### src/rtl/hazard_scoreboard_if.sv
// DU-side hazard scoreboard bundle.
// master drives DU/XU status; slave is the scoreboard.
interface hazard_scoreboard_if #(
  parameter int NREG  = 32,
  parameter int CNT_W = 16
);
  logic             du_instruct_valid_i;
  logic [5:0]       du_instruct_type_i;
  logic [4:0]       du_rs0_i;
  logic [4:0]       du_rs1_i;
  logic [4:0]       du_rdt_i;
  logic             du_is_load_i;
  logic             du_is_mcyc_i;
  logic             flush_i;
  logic             mcyc_done_i;
  logic             mcyc_kill_i;
  logic             stall_o;
  logic [NREG-1:0]  busy_vec_o;
  logic [CNT_W-1:0] stall_cnt_o;

  modport master (
    output du_instruct_valid_i, du_instruct_type_i,
    output du_rs0_i, du_rs1_i, du_rdt_i,
    output du_is_load_i, du_is_mcyc_i,
    output flush_i, mcyc_done_i, mcyc_kill_i,
    input  stall_o, busy_vec_o, stall_cnt_o
  );

  modport slave (
    input  du_instruct_valid_i, du_instruct_type_i,
    input  du_rs0_i, du_rs1_i, du_rdt_i,
    input  du_is_load_i, du_is_mcyc_i,
    input  flush_i, mcyc_done_i, mcyc_kill_i,
    output stall_o, busy_vec_o, stall_cnt_o
  );
endinterface

### src/rtl/hazard_scoreboard.sv
// Load-use and multi-cycle-op scoreboard beside DU.
// Stalls DU until in-flight results become forwardable.
module hazard_scoreboard #(
  parameter int NREG  = 32,
  parameter int CNT_W = 16
) (
  input logic               clk_i,
  input logic               rst_i,
  hazard_scoreboard_if.slave hz
);

  logic [NREG-1:0]  ld_q, ld_d;
  logic             mc_busy_q, mc_busy_d;
  logic [4:0]       mc_rdt_q, mc_rdt_d;
  logic [CNT_W-1:0] cnt_q, cnt_d;

  logic [NREG-1:0]  blk;
  logic [5:0]       ty;
  logic             uses_rs, uses_rs1, writes_rd;
  logic             raw0, raw1, waw, strct;
  logic             stall, issue;

  assign ty        = hz.du_instruct_type_i;
  assign uses_rs   = |ty[5:2];
  assign uses_rs1  = ty[5] | ty[3] | ty[2];
  assign writes_rd = (ty[5] | ty[4] | ty[1] | ty[0])
                   & (hz.du_rdt_i != 5'd0);

  always_comb begin
    blk = '0;
    for (int r = 0; r < NREG; r++) begin
      blk[r] = ld_q[r]
             | (mc_busy_q && (mc_rdt_q == 5'(r)));
    end
    blk[0] = 1'b0;
  end

  assign raw0  = uses_rs  & blk[hz.du_rs0_i];
  assign raw1  = uses_rs1 & blk[hz.du_rs1_i];
  assign waw   = writes_rd & mc_busy_q
               & (mc_rdt_q == hz.du_rdt_i);
  assign strct = hz.du_is_mcyc_i & mc_busy_q
               & ~hz.mcyc_done_i;

  assign stall = hz.du_instruct_valid_i & ~hz.flush_i
               & (raw0 | raw1 | waw | strct);
  assign issue = hz.du_instruct_valid_i & ~stall
               & ~hz.flush_i;

  // One-cycle countdown: a load result is forwardable from MEM.
  always_comb begin
    ld_d = '0;
    if (issue && hz.du_is_load_i && writes_rd) begin
      ld_d[hz.du_rdt_i] = 1'b1;
    end
  end

  // A new mcyc issue on the done cycle wins over the clear.
  always_comb begin
    mc_busy_d = mc_busy_q;
    mc_rdt_d  = mc_rdt_q;
    if (hz.mcyc_kill_i || hz.mcyc_done_i) begin
      mc_busy_d = 1'b0;
    end
    if (issue && hz.du_is_mcyc_i && writes_rd) begin
      mc_busy_d = 1'b1;
      mc_rdt_d  = hz.du_rdt_i;
    end
  end

  always_comb begin
    cnt_d = cnt_q;
    if (stall && (cnt_q != '1)) begin
      cnt_d = cnt_q + 1'b1;
    end
  end

  always_ff @(posedge clk_i) begin
    if (rst_i) begin
      ld_q      <= '0;
      mc_busy_q <= 1'b0;
      mc_rdt_q  <= 5'd0;
      cnt_q     <= '0;
    end else begin
      ld_q      <= ld_d;
      mc_busy_q <= mc_busy_d;
      mc_rdt_q  <= mc_rdt_d;
      cnt_q     <= cnt_d;
    end
  end

  assign hz.stall_o     = stall;
  assign hz.busy_vec_o  = blk;
  assign hz.stall_cnt_o = cnt_q;

endmodule

### src/flat_wrapper.sv
// flat-port wrapper written by rule: the top's interface ports become plain ports
module hazard_scoreboard_flat 
#(
  parameter int NREG  = 32,
  parameter int CNT_W = 16
)
  (clk_i, rst_i, hz_du_instruct_valid_i, hz_du_instruct_type_i, hz_du_rs0_i, hz_du_rs1_i, hz_du_rdt_i, hz_du_is_load_i, hz_du_is_mcyc_i, hz_flush_i, hz_mcyc_done_i, hz_mcyc_kill_i, hz_stall_o, hz_busy_vec_o, hz_stall_cnt_o);
  hazard_scoreboard_if #(.NREG(NREG), .CNT_W(CNT_W)) hz_i ();
  input logic clk_i;
  input logic rst_i;
  input wire logic [$bits(hz_i.du_instruct_valid_i)-1:0] hz_du_instruct_valid_i;
  input wire logic [$bits(hz_i.du_instruct_type_i)-1:0] hz_du_instruct_type_i;
  input wire logic [$bits(hz_i.du_rs0_i)-1:0] hz_du_rs0_i;
  input wire logic [$bits(hz_i.du_rs1_i)-1:0] hz_du_rs1_i;
  input wire logic [$bits(hz_i.du_rdt_i)-1:0] hz_du_rdt_i;
  input wire logic [$bits(hz_i.du_is_load_i)-1:0] hz_du_is_load_i;
  input wire logic [$bits(hz_i.du_is_mcyc_i)-1:0] hz_du_is_mcyc_i;
  input wire logic [$bits(hz_i.flush_i)-1:0] hz_flush_i;
  input wire logic [$bits(hz_i.mcyc_done_i)-1:0] hz_mcyc_done_i;
  input wire logic [$bits(hz_i.mcyc_kill_i)-1:0] hz_mcyc_kill_i;
  output wire logic [$bits(hz_i.stall_o)-1:0] hz_stall_o;
  output wire logic [$bits(hz_i.busy_vec_o)-1:0] hz_busy_vec_o;
  output wire logic [$bits(hz_i.stall_cnt_o)-1:0] hz_stall_cnt_o;
  assign hz_i.du_instruct_valid_i = hz_du_instruct_valid_i;
  assign hz_i.du_instruct_type_i = hz_du_instruct_type_i;
  assign hz_i.du_rs0_i = hz_du_rs0_i;
  assign hz_i.du_rs1_i = hz_du_rs1_i;
  assign hz_i.du_rdt_i = hz_du_rdt_i;
  assign hz_i.du_is_load_i = hz_du_is_load_i;
  assign hz_i.du_is_mcyc_i = hz_du_is_mcyc_i;
  assign hz_i.flush_i = hz_flush_i;
  assign hz_i.mcyc_done_i = hz_mcyc_done_i;
  assign hz_i.mcyc_kill_i = hz_mcyc_kill_i;
  assign hz_stall_o = hz_i.stall_o;
  assign hz_busy_vec_o = hz_i.busy_vec_o;
  assign hz_stall_cnt_o = hz_i.stall_cnt_o;
  hazard_scoreboard #(.NREG(NREG), .CNT_W(CNT_W)) u_core (.clk_i(clk_i), .rst_i(rst_i), .hz(hz_i));
endmodule
### config.mk
export PLATFORM = sky130hd
export DESIGN_NAME = hazard_scoreboard_flat
export DESIGN_NICKNAME = d
export VERILOG_FILES = /design/src/rtl/hazard_scoreboard_if.sv /design/src/rtl/hazard_scoreboard.sv /design/src/flat_wrapper.sv
export SDC_FILE = /design/constraint.sdc
export NUM_CORES = 1
export LEC_CHECK = 0
export ABC_AREA = 1
export ABC_CLOCK_PERIOD_IN_PS = 7500
export CAP_MARGIN = 25
export CELL_PAD_IN_SITES_DETAIL_PLACEMENT = 1
export CELL_PAD_IN_SITES_GLOBAL_PLACEMENT = 2
export CORE_MARGIN = 2
export CORE_UTILIZATION = 28
export DETAILED_ROUTE_END_ITERATION = 10
export HOLD_SLACK_MARGIN = 0.15
export PLACE_DENSITY = 0.86
export RECOVER_POWER = 25
export SLEW_MARGIN = 20
export SYNTH_ARGS = -nofsm -noshare
export SYNTH_HDL_FRONTEND = slang
export SYNTH_SLANG_ARGS = --single-unit
export TNS_END_PERCENT = 100
### constraint.sdc
create_clock -name clk_i -period 7.5 [get_ports clk_i]
set_clock_uncertainty 0.15 [all_clocks]
set_input_delay 2.25 -clock clk_i [delete_from_list [all_inputs] [get_ports clk_i]]
set_output_delay 2.25 -clock clk_i [all_outputs]
set_load 0.005 [all_outputs]
==> metrics.txt, run 1 <==
status=complete, no violations; number of hold buffers added after CTS=0; Die Span Y=114 µm; RSZ-0062 raised after global routing=no; dpl hpwl=between 9000 and 10000 µm; Net Sw Power=0.000170 W; CTS Root Cell=clkbuf_16; CTS buffer count=5; post-cts sizing count=0; Peak VDD IR=0.000117 V; starting density of the core=0.284; pin count of the biggest net entering global routing=24; Die Wd=~110 µm; Worst EP arrival=4.45 ns; DR WL/cell=15.7 µm; FF+latch count, synth=53; Max Freq=146 MHz; Mean Syn Cell Area=about 6 µm²; final setup fails=0; GR Util All Layers=0.192; dpl cell area=4280 µm²; async set or reset register ratio after synthesis=0; Post-DRT Antenna Nets=0; Hold Crit Class=flip-flop to flip-flop; Rows=40; crit end category=output port; antenna violations before repair=0; setup tns final=0 ns; Net Count, Synth=588; WP data required=5.10 ns; max cap viols=0; Mapped Cells=558; vias per cell=4.93; fin crit period=roughly 7 ns; first-pass GRT wire length=19900 µm; Clock Tree Buf Depth=2; CP max FO=15; Util after Layout=0.371; clk sink count=53; H-tree Lvls=2; vias=3841; CP Cell Sequence=clkdlybuf4s50_1, inv_1, nand2_1, nand3_1, nand3_1, nand3_1, nand2_1, nand2_1, nand3_2, nand3_4, nand2_1, inv_1, clkdlybuf4s50_1; CP Class=primary input to output port; fin crit share=0.914; # fillers=1569; Crit path largest cell delay=around 0.49 ns; commonest non-fill, non-tap cell in the layout=nand2_1; clock group share of total power=0.384; dominant synthesized flop cell=dfxtp_1; GP Congestion=0.812; sequential share of the synthesized area=0.314; total gr overflow=0; final wirelength=12200 µm; Int Pwr=roughly 0.00044 W; Reg power frac=0.468; CTS tree=done; Pwr Density=138 nW/µm²; full die area=13000 µm²; DR iter-0 viols=272; IO Pins=just under 80; Distinct cells, synth=31; Syn Std Cell Area=roughly 3400 µm²; P_leak=about 1.9 nW; startpoint types=primary input; Worst Tran Pin Value=around 0.75 ns; share of cells above drive strength 1=0.0443; final hold viol count=0; Buffers on Ports=76; design area=~4400 µm²; crit path max-delay cell type=clkdlybuf4s50_1; YS warnings=0; Slew headroom=0.496; Comb power frac=0.148; Post-synth EDFFs=0; Clk Latency, worst-skew pair=roughly 0.30 ns; CTS clk-pin slew, worst paths=0.07 ns; P&R area growth vs syn=30.9%; DRT Pass-1 Iters=4; vias in the first global route=3909; sw frac=0.278; most frequent cells in the layout=170 x nand2_1, 85 x nand3_1, 73 x nor2_1; Final #Nets=661; # Post-CTS Setup Buffers=0; core region area=11900 µm²; CP most frequent cell=nand2_1; # diodes=0; fin. max-slew vios=0; DRC=0
## routing by layer
| layer | GRT usage | vias up | share of wire |
|---|---|---|---|
| met5 | 0 | - | 0 |
| met3 | 0.0255 | 10 | 0.043 |
| met2 | 0.325 | 81 | 0.46 |
| met1 | 0.261 | 1829 | 0.49 |
| li1 | - | 1921 | - |
| met4 | 0.0407 | 0 | 0.011 |
## cell families after synthesis
logic type | after synthesis | synth area share
AND/OR/NAND/NOR | 380 | 0.504
buffers and inverters | 89 | 0.107
flip-flops | 53 | 0.314
AO/OA/AOI/OAI | 20 | 0.0333
XOR/XNOR | 14 | 0.0363
adder cells (fa/ha/maj) | 1 | 0.00370
other | 1 | 0.00111
## cell type report
type | instances | area [µm²] | area share
Clock inverter | 3 | 21.3 | 0.00481
Tap cell | 147 | 184 | 0.0416
Clock buffer | 5 | 125 | 0.0283
Inverter | 72 | 270 | 0.0611
Sequential cell | 53 | 1060 | 0.240
Timing Repair Buffer | 83 | 813 | 0.184
Multi-Input combinational cell | 416 | 1950 | 0.440
## worst paths after layout
| path | start | end | slack (ns) | depth (start not counted) |
|---|---|---|---|---|
| setup reg to reg | u_core.mc_busy_q$_SDFFE_PP0P_ | u_core.hz.stall_cnt_o[13]$_SDFFE_PP0P_ | 4.23 | 16 |
| hold reg to reg | u_core.hz.stall_cnt_o[4]$_SDFFE_PP0P_ | u_core.hz.stall_cnt_o[4]$_SDFFE_PP0P_ | 0.37 | 2 |
| setup / recovery | hz_du_rs1_i[0] | hz_stall_o | 0.65 | 13 |
| hold / removal | u_core.hz.stall_cnt_o[4]$_SDFFE_PP0P_ | u_core.hz.stall_cnt_o[4]$_SDFFE_PP0P_ | 0.37 | 2 |
## stage by stage
step	worst slack [ns]	total power [W]	hold slack (ns)	std cells
2_1_floorplan	1.40	0.000345	0.327	558
3_3_place_gp	0.641	0.000381	0.356	771
3_5_place_dp	0.601	0.000384	0.362	771
4_1_cts	0.605	0.000614	0.378	779
5_1_grt	0.394	0.000636	0.402	779
6_report	0.645	0.000611	0.366	779
## flip-flops by register name, indices dropped and copies added (netlist names)
signal and flops:
u_core.ld_q 31, u_core.mc_rdt_q 5, u_core.mc_busy_q 1, u_core.hz.stall_cnt_o 16
## Yosys cell counts (2+ instances only)
| cell | count | area [µm²] |
|---|---|---|
| inv_1 | 66 | 248 |
| clkbuf_1 | 5 | 18.8 |
| xor2_1 | 7 | 61.3 |
| a21oi_1 | 15 | 75.1 |
| nor2_2 | 2 | 12.5 |
| o21bai_1 | 2 | 15.0 |
| buf_6 | 2 | 22.5 |
| inv_2 | 5 | 18.8 |
| nor2_1 | 72 | 270 |
| nor4_1 | 2 | 12.5 |
| buf_2 | 2 | 10.0 |
| buf_1 | 5 | 18.8 |
| nand3_4 | 2 | 35.0 |
| nand4_1 | 30 | 188 |
| nand3_1 | 85 | 425 |
| xnor2_1 | 7 | 61.3 |
| nand3_2 | 2 | 20.0 |
| buf_4 | 3 | 22.5 |
| nand2_1 | 170 | 638 |
| dfxtp_1 | 53 | 1060 |
| nor3_1 | 9 | 45.0 |
| nor2_4 | 3 | 33.8 |
## power by group through the flow
stage | registers [W] | logic (W) | clock network (W)
after floorplan | 0.000292 | 0.0000526 | 0
after global placement | 0.000293 | 0.0000888 | 0
after detailed placement | 0.000293 | 0.0000912 | 0
after CTS | 0.000286 | 0.0000917 | 0.000237
after global routing | 0.000286 | 0.0000999 | 0.000250
final | 0.000286 | 0.0000904 | 0.000235
## worst max-delay path: cells and delay by family
family / cells / cell delay (ns)
simple gates: 9 / 0.85
buf+inv: 4 / 1.35
Note: power is estimated with default switching activity, not from simulation.
==> run 2: changes to the inputs <==
Settings changed: ABC_CLOCK_PERIOD_IN_PS 7500 to 8250, CORE_UTILIZATION 28 to 29, CTS_BUF_LIST from default to sky130_fd_sc_hd__clkbuf_8, PLACE_DENSITY 0.86 to 0.88.
Clock period 7.5 ns to 8.25 ns, I/O delays scaled along.
==> run 2 against run 1 <==
Against the previous run:
- global-route usage increased by 0.23 points
- via count down 0.89%
- clock-buffer cell count did not move
- hold slack improved by 0.012 ns
- highest routed layer unchanged
==> metrics.txt, run 2 (same netlist as run 1, synthesis figures left out) <==
fin. max-slew vios=0; CTS Root Cell=clkbuf_8; final setup fails=0; CTS buffer count=5; Reg power frac=0.497; Hold Startpoint=u_core.hz.stall_cnt_o[4]$_SDFFE_PP0P_; Peak VDD IR=0.0000478 V; Worst EP arrival=just under 5 ns; Pwr Density=120 nW/µm²; first-pass GRT wire length=a little under 20000 µm; IO Pins=78; status=complete, no violations; GP Congestion=0.824; P_leak=1.86 nW; sw frac=0.277; Power, Total=between 0.0005 and 0.0006 W; Hold Crit Class=flip-flop to flip-flop; number of hold buffers added after CTS=0; Rows=39; Clk Latency, worst-skew pair=0.32 ns; hold path cells=2; total gr overflow=0; pin count of the biggest net entering global routing=25; fin crit period=7.50 ns; DRT Pass-1 Iters=4; RSZ-0062 raised after global routing=no; Slew headroom=0.501; post-cts sizing count=0; WP data required=5.62 ns; starting density of the core=0.297; commonest non-fill, non-tap cell in the layout=nand2_1; clock group share of total power=0.349; P&R area growth vs syn=29.3%; DR iter-0 viols=approximately 190; Max Freq=133 MHz; crit end category=output port; Die Wd=approximately 110 µm; CP max FO=18; dpl hpwl=9910 µm; full die area=12500 µm²; clk sink count=between 50 and 60; vias per cell=4.92; GR Util All Layers=0.194; Final Hold Slack=~0.38 ns; vias=3807; FF-to-FF Start=u_core.mc_rdt_q[1]$_SDFFE_PP0P_; setup tns final=0 ns; CTS clk-pin slew, worst paths=0.11 ns; core region area=11400 µm²; fin crit share=0.909; final hold viol count=0; Comb power frac=0.154; Setup WS post-layout=0.752 ns; Net Sw Power=0.000145 W; DR WL/cell=15.7 µm; DRC=0; CTS tree=done; crit path from=hz_du_rdt_i[0]; most frequent cells in the layout=170 x nand2_1, 85 x nand3_1, 73 x nor2_1; Int Pwr=0.000378 W; # diodes=0; Clock Tree Buf Depth=2; final wirelength=12100 µm; Buffers on Ports=76; H-tree Lvls=2; Most flops, register=u_core.ld_q; max cap viols=0; Die Span Y=112 µm; max reg flops=31; antenna violations before repair=0; share of cells above drive strength 1=0.0413; worst-case reg-to-reg path depth=16; Final #Nets=659; Place WS=0.736 ns; vias in the first global route=approximately 3.9k; Worst Tran Pin Value=0.747 ns; Post-DRT Antenna Nets=0; CP Class=primary input to output port; # Post-CTS Setup Buffers=0; startpoint types=primary input
## run 2: changes by cell type in the layout (fill, tap and decap cells not counted), sizes merged
cell,before,now
buf,7,5
clkinvlp,1,0
bufinv,0,1
## run 2: path summary, 6_finish.rpt
check                                               end  slack (ns)
setup / recovery                             hz_stall_o        0.75
hold / removal    u_core.hz.stall_cnt_o[4]$_SDFFE_PP0P_        0.38
setup reg to reg  u_core.hz.stall_cnt_o[1]$_SDFFE_PP0P_        5.03
hold reg to reg   u_core.hz.stall_cnt_o[4]$_SDFFE_PP0P_        0.38
## run 2: power by group through the flow
stage / clock (W) / sequential, W / combinational (W)
2_1_floorplan: 0 / 0.000265 / 0.0000478
3_3_place_gp: 0 / 0.000266 / 0.0000792
3_5_place_dp: 0 / 0.000266 / 0.0000815
4_1_cts: 0.000188 / 0.000260 / 0.0000818
5_1_grt: 0.000200 / 0.000260 / 0.0000896
6_report: 0.000183 / 0.000260 / 0.0000806
## run 2: critical path, cell delays in order
cell and delay (ns):
clkdlybuf4s50_1 0.55, inv_1 0.10, nand2_1 0.06, nand4_1 0.10
nor4_1 0.23, nand3_1 0.10, o21ai_0 0.19, inv_1 0.15
nand3_4 0.26, nand2_1 0.08, inv_1 0.06, clkdlybuf4s50_1 0.50
## run 2: routing by layer
metal	track usage	routed length [µm]	up-vias
met5	0	0	-
met4	0.0535	194	0
met3	0.0267	506	11
met2	0.332	5690	79
met1	0.256	5750	1795
li1	-	-	1922
## run 2: metrics by stage
stage,utilization,cell area (µm²),instances
5_1_grt,0.384,4370,773
3_5_place_dp,0.375,4260,765
4_1_cts,0.385,4370,773
6_report,0.384,4370,773
2_1_floorplan,-,3380,558
3_3_place_gp,0.375,4260,765
## run 2: area by class of cell
type,instances,area [µm²]
fillers,1514,7000
multi-input cells,416,1950
flip-flops and latches,53,1060
repair buffers,81,798
inverters,72,270
well taps,143,179
clock buffers,5,68.8
clock inverters,3,43.8
